## src/rtl/apb_master_bridge.sv

```systemverilog
// rtl/apb_master_bridge.sv - CPU data-port to APB initiator bridge with registered outputs
// Optional ACCESS-phase wait limit enabled by defining APB_TIMEOUT_EN.
module apb_master_bridge #(
    parameter int          NUM_SLAVES     = 4,
    parameter logic [15:0] BASE_HI        = 16'h1000,
    parameter int          TIMEOUT_CYCLES = 16
) (
    input  logic                     clk,
    input  logic                     reset,
    input  logic                     req,
    input  logic                     we,
    input  logic [31:0]              addr,
    input  logic [31:0]              wData,
    output logic [31:0]              rData,
    output logic                     ready,
    output logic                     err,
    output logic [31:0]              PADDR,
    output logic                     PWRITE,
    output logic [31:0]              PWDATA,
    output logic                     PENABLE,
    output logic [NUM_SLAVES-1:0]    PSEL,
    input  logic [32*NUM_SLAVES-1:0] PRDATA,
    input  logic [NUM_SLAVES-1:0]    PREADY,
    input  logic [NUM_SLAVES-1:0]    PSLVERR
);
    typedef enum logic [1:0] {IDLE, SETUP, ACCESS, DONE} state_t;

    localparam logic [4:0] SLOT_LIMIT = 5'(NUM_SLAVES);

    state_t                  state, state_next;
    logic [31:0]             rdata_next, paddr_next, pwdata_next, sel_rdata;
    logic                    ready_next, err_next, pwrite_next, penable_next;
    logic [NUM_SLAVES-1:0]   psel_next, slot_onehot;
    logic                    hit, sel_ready, sel_err;

    assign hit = (addr[31:16] == BASE_HI) && ({1'b0, addr[15:12]} < SLOT_LIMIT);

    // The registered one-hot PSEL doubles as the response mux select during ACCESS.
    assign sel_ready = |(PREADY & PSEL);
    assign sel_err   = |(PSLVERR & PSEL);

    always_comb begin
        slot_onehot = '0;
        sel_rdata   = '0;
        for (int i = 0; i < NUM_SLAVES; i++) begin
            slot_onehot[i] = (addr[15:12] == 4'(i));
            if (PSEL[i]) sel_rdata = sel_rdata | PRDATA[32*i +: 32];
        end
    end

`ifdef APB_TIMEOUT_EN
    localparam int CW = (TIMEOUT_CYCLES < 32) ? 5 : $clog2(TIMEOUT_CYCLES + 1);

    logic [CW-1:0] wait_cnt, wait_next;
    logic          timed_out;

    // Compared one below the limit so the bus is held for exactly TIMEOUT_CYCLES ACCESS cycles.
    assign timed_out = (wait_cnt == CW'(TIMEOUT_CYCLES - 1));

    always_ff @(posedge clk or posedge reset) begin
        if (reset) wait_cnt <= '0;
        else       wait_cnt <= wait_next;
    end
`endif

    always_comb begin
        state_next   = state;
        rdata_next   = rData;
        ready_next   = 1'b0;
        err_next     = err;
        paddr_next   = PADDR;
        pwrite_next  = PWRITE;
        pwdata_next  = PWDATA;
        penable_next = PENABLE;
        psel_next    = PSEL;
`ifdef APB_TIMEOUT_EN
        wait_next    = wait_cnt;
`endif
        case (state)
            IDLE: begin
                err_next = 1'b0;
                if (req) begin
                    paddr_next  = addr;
                    pwrite_next = we;
                    pwdata_next = wData;
                    if (hit) begin
                        psel_next  = slot_onehot;
                        state_next = SETUP;
                    end else begin
                        err_next   = 1'b1;
                        rdata_next = '0;
                        ready_next = 1'b1;
                        state_next = DONE;
                    end
                end
            end
            SETUP: begin
                penable_next = 1'b1;
`ifdef APB_TIMEOUT_EN
                wait_next    = '0;
`endif
                state_next   = ACCESS;
            end
            ACCESS: begin
                if (sel_ready) begin
                    rdata_next   = PWRITE ? 32'd0 : sel_rdata;
                    err_next     = sel_err;
                    psel_next    = '0;
                    penable_next = 1'b0;
                    ready_next   = 1'b1;
                    state_next   = DONE;
                end
`ifdef APB_TIMEOUT_EN
                else if (timed_out) begin
                    rdata_next   = '0;
                    err_next     = 1'b1;
                    psel_next    = '0;
                    penable_next = 1'b0;
                    ready_next   = 1'b1;
                    state_next   = DONE;
                end else begin
                    wait_next = wait_cnt + 1'b1;
                end
`endif
            end
            DONE: begin
                err_next   = 1'b0;
                state_next = IDLE;
            end
            default: state_next = IDLE;
        endcase
    end

    always_ff @(posedge clk or posedge reset) begin
        if (reset) begin
            state   <= IDLE;
            rData   <= '0;
            ready   <= 1'b0;
            err     <= 1'b0;
            PADDR   <= '0;
            PWRITE  <= 1'b0;
            PWDATA  <= '0;
            PENABLE <= 1'b0;
            PSEL    <= '0;
        end else begin
            state   <= state_next;
            rData   <= rdata_next;
            ready   <= ready_next;
            err     <= err_next;
            PADDR   <= paddr_next;
            PWRITE  <= pwrite_next;
            PWDATA  <= pwdata_next;
            PENABLE <= penable_next;
            PSEL    <= psel_next;
        end
    end
endmodule

```

## config.mk

```make
export PLATFORM = sky130hd
export DESIGN_NAME = apb_master_bridge
export DESIGN_NICKNAME = d
export VERILOG_FILES = /design/src/rtl/apb_master_bridge.sv
export SDC_FILE = /design/constraint.sdc
export NUM_CORES = 1
export LEC_CHECK = 0
export CELL_PAD_IN_SITES_DETAIL_PLACEMENT = 2
export CELL_PAD_IN_SITES_GLOBAL_PLACEMENT = 2
export CORE_MARGIN = 5
export CORE_UTILIZATION = 22
export DETAILED_ROUTE_END_ITERATION = 8
export PLACE_DENSITY_LB_ADDON = 0.12
export RECOVER_POWER = 25
export SYNTH_ARGS = -nofsm -noshare
export SYNTH_HDL_FRONTEND = slang
export SYNTH_SLANG_ARGS = --single-unit
```

## constraint.sdc

```tcl
create_clock -name clk -period 4.6 [get_ports clk]
set_input_delay 1.15 -clock clk [delete_from_list [all_inputs] [get_ports clk]]
set_output_delay 1.15 -clock clk [all_outputs]
set_load 0.01 [all_outputs]
```

* Word level (Yosys, flattened, before mapping)
Index checks and enable logic that the tools add are counted.
** Storage, ports and cells
- Register bits after elaboration :: 106
- Latch bits :: 0
- Bits in writable memories :: 0
- Memory bits (read-only) :: 0
- Input port bits :: 204
- Logic and storage cells :: 65
- Memories kept :: 0
** Operators by class
- $add $sub $neg :: 0
- Multipliers :: 0
- Div/mod/pow operators :: 0
- Order comparisons :: 1
- Eq/ne operators :: 11
- Shift-type cells :: 0
- Multiplexer cells :: 25
- Bitwise operators :: 5
- Reductions and logical operators :: 14
** Operator list (number)
- $mux 32 :: 8
- $or 32x32->32 :: 3
- $pmux 32 s2 :: 1
- $eq 16x13->1 const B :: 1
- $mux 4 :: 3
- $and 4x4->4 :: 2
- $eq 4x2->1 const B :: 2
- $ne 2x2->1 const B :: 4
- $pmux 2 s4 :: 1
- $pmux 4 s2 :: 1
- $reduce_and 2->1 :: 4
- $reduce_and 4->1 :: 2
- $reduce_or 4->1 :: 2
- $mux 2 :: 3
- $mux 1 :: 5
- $eq 2x2->1 const B :: 2
- $eq 4x1->1 const B :: 1
- $logic_not 4->1 :: 1
- $lt 4x3->1 const B :: 1
- $pmux 1 s2 :: 2
- $reduce_bool 2->1 :: 2
- $pmux 1 s3 :: 1
- $reduce_bool 3->1 :: 1
- $eq 2x1->1 const B :: 1
- other kinds (2) :: 2

* Longest topological paths before layout
Gate-level depths: netlist of the first run.
- Depth after elaboration :: 10
- Mapped depth :: 10
- Gate-level depth less buffers :: 7

* Worst setup path before layout of the first run
Ideal clock, no wire load.
- Path kind :: input to register
- From :: input port PREADY[0]
- To :: register rData[11]
- Setup time :: 0.145 ns
- Data arrival time :: 2.241 ns
- Path slack :: 2.214 ns
- Cell stages on the path :: 7
- Path buffers :: 2
- Path through :: a22oi_2 > a311o_1 > o21bai_1 > buf_6 > buf_2 > nand2_1 > o31ai_2
** Between the ends
- Word-level cells in the longest chain between the ends :: 4
** RTL lines
- start, declared :: line 23 : input logic [NUM_SLAVES-1:0] PREADY,
- $and 4x4->4 :: line 39 : assign sel_ready = |(PREADY & PSEL);
- $reduce_or 4->1 :: line 39
- $ne 2x2->1 (no source line)
- $reduce_and 4->1 (no source line)
- end signal, assigned :: line 147 : rData <= rdata_next;
- end, declared :: line 14 : output logic [31:0] rData,
Every way passes these cells.
A chain may end at the register's enable or synchronous reset.

* Final worst setup path of the first run
Same ends and word-level chain as after synthesis.

==> results of run 1 <==
[cells in the mapped netlist (3+ instances only)]
library cell and instances:
buf_2 8, clkbuf_1 20, nand3_1 5, nand2_1 41, o31ai_2 28, a21oi_1 3
a221oi_1 32, nor4_1 3, inv_1 5, buf_6 4, dfrtp_1 106, nor3_1 3
a22o_1 37, mux2_2 65, o31ai_1 4, ha_1 4, nor2_1 5
[per-layer routing]
metal  track usage [%]  share of wire [%]
met2              27.7                 49
met4              4.58                1.7
met1              18.4                 39
met5                 0               0.10
met3              6.77                 10
[state kept, by name, summed over array words and instances, names as in the netlist]
name / flops
ready: 1
PWRITE: 1
PENABLE: 1
state: 2
PADDR: 32
err: 1
PWDATA: 32
PSEL: 4
rData: 32
[power by group through the flow]
| stage | Clock, uW | Combinational (uW) | Sequential [uW] |
|---|---|---|---|
| after floorplan | 0 | 1210 | 1700 |
| after global placement | 0 | 2620 | 1530 |
| after CTS | 784 | 2700 | 1540 |
| final | 747 | 2620 | 1530 |
| after detailed placement | 0 | 2690 | 1550 |
| after global routing | 823 | 2840 | 1590 |
[metrics by stage]
step | cells | worst slack, ps | power, uW | instance area (um^2)
after detailed placement | 959 | 950 | 4240 | 8350
after CTS | 975 | 1320 | 5020 | 8630
after global placement | 959 | 1110 | 4150 | 8350
final | 975 | 1360 | 4900 | 8610
after floorplan | 393 | 661 | 2910 | 5000
after global routing | 975 | 1080 | 5250 | 8610
[worst register-to-register path: stages (launching register included)]
cell and delay (ps):
dfrtp_1 440, inv_1 100, ha_1 280, nor2b_1 250
a311o_1 320, o21bai_4 180, buf_4 620, nand2_1 240
o31ai_2 90
[final cells by class]
cell class	count	share of cell area (%)
repair buffers	315	36.4
flip-flops and latches	106	30.8
multi-input cells	248	25.2
well taps	285	4.14
clock buffers	9	2.62
clock inverters	7	0.625
inverters	5	0.247
[logic make-up after synthesis]
group | count (synthesis) | share of synthesized area [%]
adder cells (fa/ha/maj) | 4 | 1.00
AO/OA/AOI/OAI | 114 | 21.6
AND/OR/NAND/NOR | 64 | 5.68
buffers and inverters | 39 | 3.88
flip-flops | 106 | 53.0
multiplexers | 66 | 14.8
[worst max-delay path by stage]
stage,end,cells after the start
floorplan,PADDR[0],1
global placement,rData[14],7
detailed placement,rData[0],7
CTS,rData[0],7
global route,PSEL[3],3
finish,rData[11],7
==> run summary, run 1 <==
outcome = completed
PortBufs = 307
max-cap violations = 0
LEAKAGE = 0.00336 uW
Ports = 308
root cell of the clock tree = clkbuf_16
most common cell after layout, fill and taps aside = clkdlybuf4s50_1
CP startpoint kind = input port
fin crit share = 70.4%
clk_skew = 9.42 ps
largest net degree at the start of global routing = 65
CP Class = in -> reg
hold depth = 2
Switch Pwr = 1840 uW
TritonRoute pass-1 iters = 4
P per Cell Area = 569 mW/mm^2
Clk pwr share = 15.2%
core area = 0.0225 mm^2
area delta synth->final = 72.0%
Internal Power = 3060 uW
DRC errors left = 0
register area = 0.00265 mm^2
RSZ-0062 raised after global routing = false
Hold Crit Start = rData[8]
worst vdd ir = 0.000245 V
Slew Viols, Final = 0
Hold Buf Count CTS = 0
Reg power frac = 31.2%
Filler cells = 2,349
most frequent cells in the layout = clkdlybuf4s50_1 (305), dfrtp_1 (106), mux2_2 (65)
flops & latches, synth = 106
max incr delay on CP = 620 ps
HPWL after detailed placement = 16,100 um
Fin. Hold Viols = 0
Post-Route Utilization = 38.3%
Starting Density = 22.2%
CP max stage cell = buf_4
Total Die Area = 0.0259 mm^2
gr usage total = 16.1%
RR Endpoint = rData[11]
Die Width = 161 um
EDFF count, synth = 0
post-synthesis sequential area ratio = 53.0%
Gate power share = 53.5%
layout cell share with drive strength beyond 1 = 17.8%
insertion delay to the later sink of the worst-skew pair = 350 ps
n_diodes = 0
synthesized area per cell = 12.7 um^2
final setup fails = 0
Synth Instances = 393
Mapped Area = 0.00500 mm^2
Yosys warnings = 0
R2R Setup Slk = 1980 ps
footprint of the multi-input gates = 0.00217 mm^2
Max clock buf depth = 2
Worst R2R Path Depth = 8
Initial DRC Count = 129
Main synth FF type = dfrtp_1
Min Clock Period, post-route = 3240 ps
via/cell ratio = 4.67
CTS-repair resized insts = 0
worst path arrival time = 3490 ps
first-pass GRT wire length = 32,800 um
f_max = 0.309 GHz
CTS tree = built
GPL Wtd Cong = 0.804
Routed WL = 21,000 um
Antenna Nets Post-Route = 0
delay-heaviest family, CP = buffers and inverters
setup bufs post-CTS = 0
Reg clk slew, reported paths = 70 ps
initial antenna violation count = 2
Hold EP = rData[8]
FP Rows = 55
CTS Buf Count = 9
crit-path cells = dlygate4sd3_1 -> a22oi_1 -> a311o_1 -> o21bai_4 -> buf_4 -> nand2_1 -> o31ai_2
total grt overflow = 0
Critical Path Sink Type = register
cell taking the most area after synthesis = dfrtp_1
most area-consuming cells after synthesis = dfrtp_1 (53%), mux2_2 (15%), o31ai_2 (7.0%)
Worst R2R Start = state[1]
Die Ht = 161 um
CP Data Required Time = 4860 ps
setup_tns = 0 ps
clock sink total = 106
fraction of registers with async set/reset = 100%
Least-Margin Pin Slew = 1170 ps
Yosys cell types = 30
WHS = 488 ps
Worst Hold Class = reg -> reg
wire per inst = 21.5 um
Switching Share = 37.6%
Syn Nets = 601
vias in the first global route = 5,376
vias = 4,549
CP max FO = 64
post-synth top area share = 53.0%
final-stage net count = 893
H-Tree Depth = 3
crit path from = PREADY[0]
Worst Path Buf+Inv = 2
Slew headroom = 22.2%
Power figures use the tool's default switching activity.
==> run 2, diff against run 1 <==
==> constraint.sdc (replaced) <==
create_clock -name clk -period 3.2 [get_ports clk]
set_input_delay 0.8 -clock clk [delete_from_list [all_inputs] [get_ports clk]]
set_output_delay 0.8 -clock clk [all_outputs]
set_load 0.01 [all_outputs]
==> run summary, run 2 (synthesis results as in run 1) <==
Hold Crit Start = rData[8] (unchanged)
Hold EP = rData[8] (unchanged)
final setup fails = 0 (unchanged)
RR Endpoint = rData[31] (was rData[11])
layout cell share with drive strength beyond 1 = 18.6% (was 17.8%)
total power = 7380 uW (was 4900 uW)
worst path arrival time = 2660 ps (was 3490 ps)
clk_skew = 11.1 ps (was 9.42 ps)
Switching Share = 37.2% (was 37.6%)
Starting Density = 22.2% (unchanged)
hold depth = 2 (unchanged)
gr usage total = 16.5% (was 16.1%)
vias = 4,623 (was 4,549)
Gate power share = 53.7% (was 53.5%)
setup_tns = 0 ps (unchanged)
insertion delay to the later sink of the worst-skew pair = 360 ps (was 350 ps)
Fin. Hold Viols = 0 (unchanged)
Slew headroom = -2.02% (was 22.2%)
R2R Setup Slk = 930 ps (was 1980 ps)
CTS Buf Count = 9 (unchanged)
max-cap violations = 1 (was 0)
Min Clock Period, post-route = 2470 ps
Least-Margin Pin Slew = 1530 ps (was 1170 ps)
CP max FO = 106 (was 64)
RSZ-0062 raised after global routing = false (unchanged)
Internal Power = 4630 uW (was 3060 uW)
TritonRoute pass-1 iters = 4 (unchanged)
most common cell after layout, fill and taps aside = clkdlybuf4s50_1 (unchanged)
Ports = 308 (unchanged)
f_max = 0.405 GHz
most frequent cells in the layout = clkdlybuf4s50_1 (306), dfrtp_1 (106), mux2_2 (65) (was clkdlybuf4s50_1 (305), dfrtp_1 (106), mux2_2 (65))
failing checks = capacitance limit, slew limit
clock sink total = 106 (unchanged)
Max clock buf depth = 2 (unchanged)
CP Class = in -> async (was in -> reg)
H-Tree Depth = 3 (unchanged)
Reg clk slew, reported paths = 70 ps (about the same)
LEAKAGE = 0.00342 uW (was 0.00336 uW)
vias in the first global route = 5,408 (was 5,376)
Worst Hold Class = reg -> reg (unchanged)
CP Data Required Time = 3390 ps (was 4860 ps)
area delta synth->final = 74.7% (was 72.0%)
Reg power frac = 30.0% (was 31.2%)
Die Width = 161 um (unchanged)
HPWL after detailed placement = 16,700 um (was 16,100 um)
Initial DRC Count = 177 (was 129)
n_diodes = 0 (unchanged)
Slew Viols, Final = 107 (was 0)
Worst R2R Path Depth = 7 (was 8)
core area = 0.0225 mm^2 (unchanged)
setup bufs post-CTS = 0 (unchanged)
worst vdd ir = 0.000448 V (was 0.000245 V)
root cell of the clock tree = clkbuf_16 (unchanged)
Clk pwr share = 16.3% (was 15.2%)
Hold Buf Count CTS = 0 (unchanged)
largest net degree at the start of global routing = 107 (was 65)
CP startpoint kind = input port (unchanged)
Largest regs = PADDR x32, PWDATA x32, rData x32 (unchanged)
wire per inst = 22.1 um (was 21.5 um)
FP Rows = 55 (unchanged)
CTS-repair resized insts = 0 (unchanged)
Critical Path Sink Type = async pin (was register)
PortBufs = 307 (unchanged)
first-pass GRT wire length = 33,300 um (was 32,800 um)
Antenna Nets Post-Route = 0 (unchanged)
Routed WL = 21,600 um (was 21,000 um)
outcome = finished with violations (was completed)
final-stage net count = 898 (was 893)
fin crit share = 77.2%
Die Ht = 161 um (unchanged)
Total Die Area = 0.0259 mm^2 (unchanged)
total grt overflow = 0 (unchanged)
via/cell ratio = 4.72 (was 4.67)
P per Cell Area = 844 mW/mm^2 (was 569 mW/mm^2)
CTS tree = built (unchanged)
initial antenna violation count = 0 (was 2)
DRC errors left = 0 (unchanged)
Worst R2R Start = state[0] (was state[1])
Switch Pwr = 2740 uW (was 1840 uW)
GPL Wtd Cong = 0.772 (was 0.804)
==> run 2: how the worst max path moves through the flow <==
stage / startpoint / to / slack, ps / cells past startpoint
global route: reset / rData[3] / 410 / 3
CTS: addr[29] / rData[21] / 700 / 8
detailed placement: addr[29] / rData[21] / 340 / 8
global placement: addr[29] / rData[10] / 380 / 7
floorplan: reset / PADDR[0] / 1130 / 1
finish: reset / rData[31] / 730 / 3
==> run 2: final cells by class <==
| type | instances | area [um^2] |
|---|---|---|
| Timing Repair Buffer | 320 | 3220 |
| Multi-Input combinational cell | 248 | 2170 |
| Fill cell | 2363 | 13800 |
| Tap cell | 285 | 357 |
| Inverter | 5 | 22.5 |
| Clock buffer | 9 | 225 |
| Sequential cell | 106 | 2650 |
| Clock inverter | 7 | 92.6 |
==> run 2: worst max-delay path, cell delays in order <==
cell	delay [ps]
dlygate4sd3_1	570
clkinvlp_4	70
clkbuf_4	1090
==> run 2: layer usage <==
layer  GRT usage [%]  part of all wire (%)  vias up
li1                -                     -     2088
met1            18.7                    39     2319
met2            29.5                    51      200
met3            5.70                   8.5       16
met4            4.34                   1.4        0
met5               0                     0        -
==> run 2: power by group through the flow <==
stage | logic (uW) | clock network (uW) | registers, uW
2_1_floorplan | 1740 | 0 | 2450
3_3_place_gp | 3940 | 0 | 2200
3_5_place_dp | 4050 | 0 | 2240
4_1_cts | 4080 | 1260 | 2220
5_1_grt | 4280 | 1310 | 2290
6_report | 3970 | 1200 | 2210
==> run 2: through the flow <==
step | cell area, um^2 | hold WS [ps] | std cells | worst slack (ps) | util [%]
3_3_place_gp | 8440 | 463 | 964 | 385 | 37.5
4_1_cts | 8760 | 491 | 980 | 700 | 38.9
6_report | 8740 | 483 | 980 | 731 | 38.9
2_1_floorplan | 5010 | 512 | 393 | 1130 | -
5_1_grt | 8740 | 518 | 980 | 405 | 38.9
3_5_place_dp | 8440 | 473 | 964 | 341 | 37.5
